### src/rtl/sar_pkg.sv
// Shared constants and types for the SAR ADC digital post-processing path.
//   ADC_WIDTH    : conversion word width produced by sarlogic
//   OSR_SEL_W    : width of the averaging-window select
//   OSR_MAX_LOG2 : largest window is 2^OSR_MAX_LOG2 conversions
//   ACC_WIDTH    : accumulator width that cannot wrap at the largest window
package sar_pkg;

  localparam int unsigned ADC_WIDTH    = 10;
  localparam int unsigned OSR_SEL_W    = 3;
  localparam int unsigned OSR_MAX_LOG2 = 7;
  localparam int unsigned ACC_WIDTH    = ADC_WIDTH + OSR_MAX_LOG2;

  // Averaging window state
  typedef enum logic [0:0] {
    WIN_IDLE = 1'b0,
    WIN_ACC  = 1'b1
  } win_state_e;

endpackage : sar_pkg

### src/rtl/sar_fifo.sv
// Synchronous FIFO with first-word-fall-through read side.
// Ports:
//   clk, rstn      : clock, async active-low reset
//   i_clear        : synchronous flush (priority over push/pop)
//   i_push, i_data : write request and word
//   i_pop          : read request; ignored while empty
//   o_head_c       : head word (0 while empty)
//   o_full_c       : FIFO holds DEPTH words
//   o_empty_c      : FIFO holds no words
//   o_level        : registered occupancy
// A push while full succeeds only if a pop frees a slot in the same cycle;
// otherwise the word is dropped and contents are untouched.
module sar_fifo
  import sar_pkg::*;
#(
  parameter int unsigned WIDTH = ADC_WIDTH,
  parameter int unsigned DEPTH = 4
) (
  input  logic                       clk,
  input  logic                       rstn,
  input  logic                       i_clear,
  input  logic                       i_push,
  input  logic [WIDTH-1:0]           i_data,
  input  logic                       i_pop,
  output logic [WIDTH-1:0]           o_head_c,
  output logic                       o_full_c,
  output logic                       o_empty_c,
  output logic [$clog2(DEPTH):0]     o_level
);

  localparam int unsigned AW    = $clog2(DEPTH);
  localparam int unsigned LVL_W = AW + 1;

  logic [WIDTH-1:0] r_mem [DEPTH];
  logic [AW-1:0]    r_wr_ptr;
  logic [AW-1:0]    r_rd_ptr;
  logic [LVL_W-1:0] r_level;

  logic             w_do_push;
  logic             w_do_pop;
  logic [LVL_W-1:0] w_level_nxt;

  assign o_full_c  = (r_level == LVL_W'(DEPTH));
  assign o_empty_c = (r_level == '0);
  assign o_level   = r_level;
  assign o_head_c  = o_empty_c ? '0 : r_mem[r_rd_ptr];

  // Push/pop qualification and next occupancy
  always_comb begin
    w_do_pop    = 1'b0;
    w_do_push   = 1'b0;
    w_level_nxt = r_level;
    if (!i_clear) begin
      w_do_pop  = i_pop & ~o_empty_c;
      w_do_push = i_push & (~o_full_c | w_do_pop);
      case ({w_do_push, w_do_pop})
        2'b10:   w_level_nxt = r_level + LVL_W'(1);
        2'b01:   w_level_nxt = r_level - LVL_W'(1);
        default: w_level_nxt = r_level;
      endcase
    end
  end

  // Pointers and occupancy
  always_ff @(posedge clk or negedge rstn) begin
    if (!rstn) begin
      r_wr_ptr <= '0;
      r_rd_ptr <= '0;
      r_level  <= '0;
    end else if (i_clear) begin
      r_wr_ptr <= '0;
      r_rd_ptr <= '0;
      r_level  <= '0;
    end else begin
      if (w_do_push) r_wr_ptr <= r_wr_ptr + AW'(1);
      if (w_do_pop)  r_rd_ptr <= r_rd_ptr + AW'(1);
      r_level <= w_level_nxt;
    end
  end

  // Storage; head is masked while empty so no reset is needed here
  always_ff @(posedge clk) begin
    if (w_do_push) r_mem[r_wr_ptr] <= i_data;
  end

endmodule : sar_fifo

### src/rtl/sar_decim.sv
// Decimating averager for SAR conversions: captures each conversion on the
// rising edge of valid_in, averages windows of 2^osr_sel samples and queues
// the averages in a FWFT FIFO with a ready/valid read port.
// Ports:
//   clk, rstn            : clock, async active-low reset
//   valid_in, result_in  : conversion strobe (pulse or level) and word
//   osr_sel              : log2 of window size, latched at window start
//   clear                : synchronous flush of window, FIFO and overflow
//   out_valid/out_ready  : read handshake, out_data is the FIFO head
//   fifo_level           : FIFO occupancy
//   overflow             : sticky, an average was dropped on a full FIFO
module sar_decim
  import sar_pkg::*;
#(
  parameter int unsigned WIDTH      = ADC_WIDTH,
  parameter int unsigned FIFO_DEPTH = 4
) (
  input  logic                          clk,
  input  logic                          rstn,
  input  logic                          valid_in,
  input  logic [WIDTH-1:0]              result_in,
  input  logic [OSR_SEL_W-1:0]          osr_sel,
  input  logic                          clear,
  output logic                          out_valid,
  input  logic                          out_ready,
  output logic [WIDTH-1:0]              out_data,
  output logic [$clog2(FIFO_DEPTH):0]   fifo_level,
  output logic                          overflow
);

  localparam int unsigned ACC_W = WIDTH + OSR_MAX_LOG2;
  localparam int unsigned CNT_W = OSR_MAX_LOG2 + 1;

  localparam logic [0:0] S_IDLE = WIN_IDLE;
  localparam logic [0:0] S_ACC  = WIN_ACC;

  logic [0:0]           r_state;
  logic [ACC_W-1:0]     r_acc;
  logic [CNT_W-1:0]     r_count;
  logic [OSR_SEL_W-1:0] r_k;
  logic                 r_valid_d;
  logic                 r_overflow;

  logic [0:0]           w_state_nxt;
  logic [ACC_W-1:0]     w_acc_nxt;
  logic [CNT_W-1:0]     w_count_nxt;
  logic [OSR_SEL_W-1:0] w_k_nxt;
  logic [ACC_W-1:0]     w_sum;
  logic [CNT_W-1:0]     w_count_inc;
  logic                 w_accept;
  logic                 w_push;
  logic [WIDTH-1:0]     w_push_data;
  logic                 w_fifo_full;
  logic                 w_fifo_empty;
  logic                 w_drop;

  // One sample per rising edge of valid_in
  assign w_accept = valid_in & ~r_valid_d;

  // Edge-detect register follows valid_in even during clear
  always_ff @(posedge clk or negedge rstn) begin
    if (!rstn) r_valid_d <= 1'b0;
    else       r_valid_d <= valid_in;
  end

  // Window state register
  always_ff @(posedge clk or negedge rstn) begin
    if (!rstn) begin
      r_state <= S_IDLE;
      r_acc   <= '0;
      r_count <= '0;
      r_k     <= '0;
    end else begin
      r_state <= w_state_nxt;
      r_acc   <= w_acc_nxt;
      r_count <= w_count_nxt;
      r_k     <= w_k_nxt;
    end
  end

  // Window control: accumulate, close on 2^k samples, push the floor average
  always_comb begin
    w_state_nxt = r_state;
    w_acc_nxt   = r_acc;
    w_count_nxt = r_count;
    w_k_nxt     = r_k;
    w_push      = 1'b0;
    w_push_data = '0;
    w_sum       = r_acc + ACC_W'(result_in);
    w_count_inc = r_count + CNT_W'(1);
    if (clear) begin
      w_state_nxt = S_IDLE;
      w_acc_nxt   = '0;
      w_count_nxt = '0;
    end else if (w_accept) begin
      case (r_state)
        S_IDLE: begin
          w_k_nxt = osr_sel;
          if (osr_sel == '0) begin
            // Window of one: pass the sample straight through
            w_push      = 1'b1;
            w_push_data = result_in;
          end else begin
            w_acc_nxt   = ACC_W'(result_in);
            w_count_nxt = CNT_W'(1);
            w_state_nxt = S_ACC;
          end
        end
        S_ACC: begin
          if (w_count_inc == (CNT_W'(1) << r_k)) begin
            w_push      = 1'b1;
            w_push_data = WIDTH'(w_sum >> r_k);
            w_acc_nxt   = '0;
            w_count_nxt = '0;
            w_state_nxt = S_IDLE;
          end else begin
            w_acc_nxt   = w_sum;
            w_count_nxt = w_count_inc;
          end
        end
        default: begin
          w_state_nxt = S_IDLE;
          w_acc_nxt   = '0;
          w_count_nxt = '0;
        end
      endcase
    end
  end

  // A push is lost only when full and no pop frees a slot this cycle
  assign w_drop = w_push & w_fifo_full & ~(out_ready & ~w_fifo_empty);

  // Sticky overflow flag
  always_ff @(posedge clk or negedge rstn) begin
    if (!rstn)       r_overflow <= 1'b0;
    else if (clear)  r_overflow <= 1'b0;
    else if (w_drop) r_overflow <= 1'b1;
  end

  sar_fifo #(
    .WIDTH (WIDTH),
    .DEPTH (FIFO_DEPTH)
  ) u_fifo (
    .clk       (clk),
    .rstn      (rstn),
    .i_clear   (clear),
    .i_push    (w_push),
    .i_data    (w_push_data),
    .i_pop     (out_ready),
    .o_head_c  (out_data),
    .o_full_c  (w_fifo_full),
    .o_empty_c (w_fifo_empty),
    .o_level   (fifo_level)
  );

  assign out_valid = ~w_fifo_empty;
  assign overflow  = r_overflow;

endmodule : sar_decim

### config.mk
export PLATFORM = sky130hd
export DESIGN_NAME = sar_decim
export DESIGN_NICKNAME = d
export VERILOG_FILES = /design/src/rtl/sar_pkg.sv /design/src/rtl/sar_fifo.sv /design/src/rtl/sar_decim.sv
export SDC_FILE = /design/constraint.sdc
export NUM_CORES = 1
export LEC_CHECK = 0
export ABC_CLOCK_PERIOD_IN_PS = 3090
export CORE_ASPECT_RATIO = 0.75
export CORE_MARGIN = 2
export CORE_UTILIZATION = 40
export CTS_CLUSTER_DIAMETER = 80
export CTS_CLUSTER_SIZE = 14
export DETAILED_ROUTE_END_ITERATION = 16
export GPL_TIMING_DRIVEN = 1
export PLACE_DENSITY_LB_ADDON = 0.25
export SLEW_MARGIN = 20
export SYNTH_ARGS = -nofsm -noshare
export SYNTH_HDL_FRONTEND = slang
export SYNTH_SLANG_ARGS = --single-unit
export TNS_END_PERCENT = 30
### constraint.sdc
create_clock -name clk -period 3.09 [get_ports clk]
set_clock_uncertainty 0.1 [all_clocks]
set_input_delay 0.7725 -clock clk [delete_from_list [all_inputs] [get_ports clk]]
set_output_delay 0.7725 -clock clk [all_outputs]
set_load 0.01 [all_outputs]
==> impl_results.md <==
- Status: finished, final reports clean
- DR vias/cell: 5.635
- #FFs+latches synth: between 70 and 80
- Syn Nets: between 500 and 600
- Die span in y: 101.5 um
- Share of cells above drive strength 1: 0.3113
- Peak supply drop: 0.0002469 V
- Fin Setup TNS: 0 ns
- Max-Cap Viols: 0
- Crit path max fanout: 4
- Gr ovfl total: 0
- Worst Path Required: 3.07 ns
- Startpoint Class: input pin
- Lkg Pwr: about 0.0027 uW
- First-pass GRT wire length: approximately 22000 um
- Yosys Warn Count: 0
- Post-Syn Instances: approximately 490
- CP Class: in -> reg
- CTS tree: built
- H-tree Lvls: 3
- Worst Reg-to-Reg Cells: 11
- Num CTS Buffers: 9
- RD Place Congestion: around 0.9
- Largest net degree at the start of global routing: 39
- RSZ-0062 raised after global routing: yes
- Mapped cell area: ~5000 um2
- CP Launch Point: result_in[0]
- Power Dens Cells: around 500 nW/um2
- Worst-path clk slew: about 0.060 ns
- Clk Latency, worst-skew pair: 0.34 ns
- Cell area after layout: 6804 um2
- N_diodes: 0
- Ports: 33
- Syn avg cell area: roughly 10 um2
- Number of antenna-violating nets in the routed design: 0
- # nets final: between 600 and 700
- Post-synth EDFFs: 40
- Vias in the first global route: approximately 4200
- Peak Freq: between 300 and 400 MHz
- Gr usage total: 0.2108
- Endpoint class of the critical path: flop
- Final setup violation count: 0
- Initial DRC count: roughly 200
- CTS Buffer Depth: 2
- Worst min path class: reg -> reg
- Seq/Total Area, Yosys: 0.4246
- Mean routed wirelength per cell: about 18 um
- Pins Over Slew Limit: 0
- Hold path depth: 1
- Slowest stage delay, CP: about 0.33 ns
- Measured slew at the worst slew-check pin: between 0.9 and 1 ns
- Routed vias: 4266
- Area of placed instances: 6147 um2
- # DRC: 0
- Dpl hpwl: around 10000 um
- HP Start: r_count[7]
- IO buf count: 32
- Hold_buf cts: 0
- Critical path, cell by cell: buf_8, ha_4, inv_2, fa_2, nor2b_2, o2111ai_2, nand3b_1, o31ai_4, xor2_2, mux2i_1, mux2_4, o311a_4
- Starting Density: 0.4119
- Clock sink total: 78
- Tmin final: between 3 and 4 ns
- Asr flop ratio synth: 0.4872
- Area growth syn-to-layout: 34.24%
- Total core area: roughly 12000 um2
- Worst hold slack: about 0.42 ns
- Initial antenna violation count: 0
- Worst R2R Start: r_acc[0]
- Row Count: 35
- Die width: 134.0 um
- Drt pass-1 iters: 5
- Yosys cell types: 75
- Die area: ~14000 um2
- CTS root buf: clkbuf_16
- Final count of hold timing violations: 0
- Final period utilization: 0.9913
- Main synth FF type: edfxtp_1
- Relative slew slack: 0.3884
- Routed WL: 13920 um
- CP Data Arrival Time: around 3.0 ns
- Slowest stage cell, crit path: o311a_4
kinds of logic (layout without fill, tap and decap cells):
| family | after synthesis | count (layout) | share of synthesized area |
|---|---|---|---|
| multiplexers | 33 | 33 | 0.1042 |
| XOR/XNOR | 22 | 22 | 0.04073 |
| AO/OA/AOI/OAI | 126 | 126 | 0.1753 |
| buffers and inverters | 40 | 143 | 0.03258 |
| flip-flops | 78 | 78 | 0.4246 |
| AND/OR/NAND/NOR | 172 | 172 | 0.1777 |
| adder cells (fa/ha/maj) | 17 | 17 | 0.04493 |
cells in the final DEF (no fill, tap or decap), types with 11 or more instances in the layout:
cell type / Yosys / final
buf_4: 2 / 72
o21ai_0: 38 / 32
clkdlybuf4s50_1: 0 / 21
a21oi_1: 17 / 14
dfrtp_1: 38 / 38
mux4_2: 14 / 14
and2_1: 16 / 16
and3_1: 12 / 11
nand2_1: 39 / 39
edfxtp_1: 40 / 40
nor2_1: 36 / 35
nand2b_1: 11 / 11
inv_1: 18 / 16
nand3_1: 14 / 14
sequential cells by signal, indices dropped and copies added, names as in the netlist:
name,count
u_fifo.r_mem,40
r_acc,17
r_count,8
r_k,3
u_fifo.o_level,3
u_fifo.r_rd_ptr,2
u_fifo.r_wr_ptr,2
overflow,1
r_state,1
r_valid_d,1
through the flow:
stage | worst slack, ns | total power, uW | instances | util
2_1_floorplan | -0.05175 | 1823 | 488 | -
3_3_place_gp | -0.7746 | 2218 | 737 | 0.4995
3_5_place_dp | -0.8359 | 2232 | 737 | 0.4995
4_1_cts | -0.001351 | 3347 | 754 | 0.5359
5_1_grt | -0.06961 | 3532 | 757 | 0.5529
6_report | 0.02680 | 3374 | 757 | 0.5529
worst paths after layout:
| path | slack [ns] | end |
|---|---|---|
| setup / recovery | 0.03 | u_fifo.r_mem[3][7] |
| hold / removal | 0.42 | r_count[7] |
| setup reg to reg | 0.12 | u_fifo.r_mem[3][7] |
| hold reg to reg | 0.42 | r_count[7] |
| max in group asynchronous | 1.84 | r_count[4] |
| min in group asynchronous | 0.46 | u_fifo.r_wr_ptr[1] |
final cells by class:
class | instances | area [um2]
well taps | 166 | 207.7
inverters | 18 | 67.56
multi-input cells | 370 | 3132
fillers | 1052 | 5502
clock buffers | 9 | 225.2
repair buffers | 109 | 939.7
clock inverters | 7 | 80.08
flip-flops and latches | 78 | 2152
critical path, delay by kind of cell:
kind	cells	cell delay (ns)
buffers and inverters	2	0.15
AOI/OAI and AO/OA	3	0.83
adders and majority gates	2	0.34
muxes	2	0.41
and+or+nand+nor	2	0.29
xor gates and xnor gates	1	0.24
cells in the mapped netlist, drive strengths merged (2+ instances only):
library cell | n | area [um2]
nor2 | 37 | 141.4
mux4 | 14 | 315.3
dfrtp | 38 | 950.9
a21boi | 2 | 15.01
nand3 | 15 | 80.08
inv | 18 | 67.56
a21o | 6 | 45.04
buf | 12 | 60.05
a211oi | 5 | 37.54
and2 | 17 | 106.4
xor2 | 10 | 87.58
ha | 15 | 187.7
mux2i | 10 | 103.9
o2111ai | 2 | 17.52
o21ai | 40 | 203.9
a311oi | 2 | 23.77
nor2b | 10 | 62.56
a21oi | 17 | 85.08
or2 | 3 | 18.77
a22o | 7 | 61.31
nor3 | 5 | 25.02
and3 | 12 | 75.07
xnor2 | 11 | 96.34
fa | 2 | 40.04
nor3b | 2 | 15.01
o31ai | 7 | 52.55
clkbuf | 10 | 37.54
a31oi | 3 | 18.77
edfxtp | 40 | 1201
o221ai | 4 | 35.03
nand4 | 3 | 18.77
o211ai | 4 | 35.03
mux2 | 9 | 108.9
nand4b | 3 | 26.28
or3 | 8 | 55.05
a31o | 5 | 52.55
nand2 | 39 | 146.4
nand3b | 3 | 22.52
nand2b | 11 | 68.82
o22ai | 5 | 31.28
per-layer routing:
layer  part of all wire  GRT usage
met4              0.019    0.07201
met3              0.047    0.03403
met5                  0          0
met1               0.47     0.2893
met2               0.47     0.3440
where the power goes:
group / total [uW] / internal (uW) / switching [uW]
clock network: 1090 / 637 / 449
logic: 1110 / 555 / 558
registers: 1180 / 1120 / 56.7
what timing repair did:
action | 4_1_cts | 5_1_grt
setup buffers | 1 | 4
resized for setup | 40 | 39
endpoints found under the setup margin | 41 | 92
pin swaps | 13 | 19
gates cloned | 0 | 0
Power figures use the tool's default switching activity.
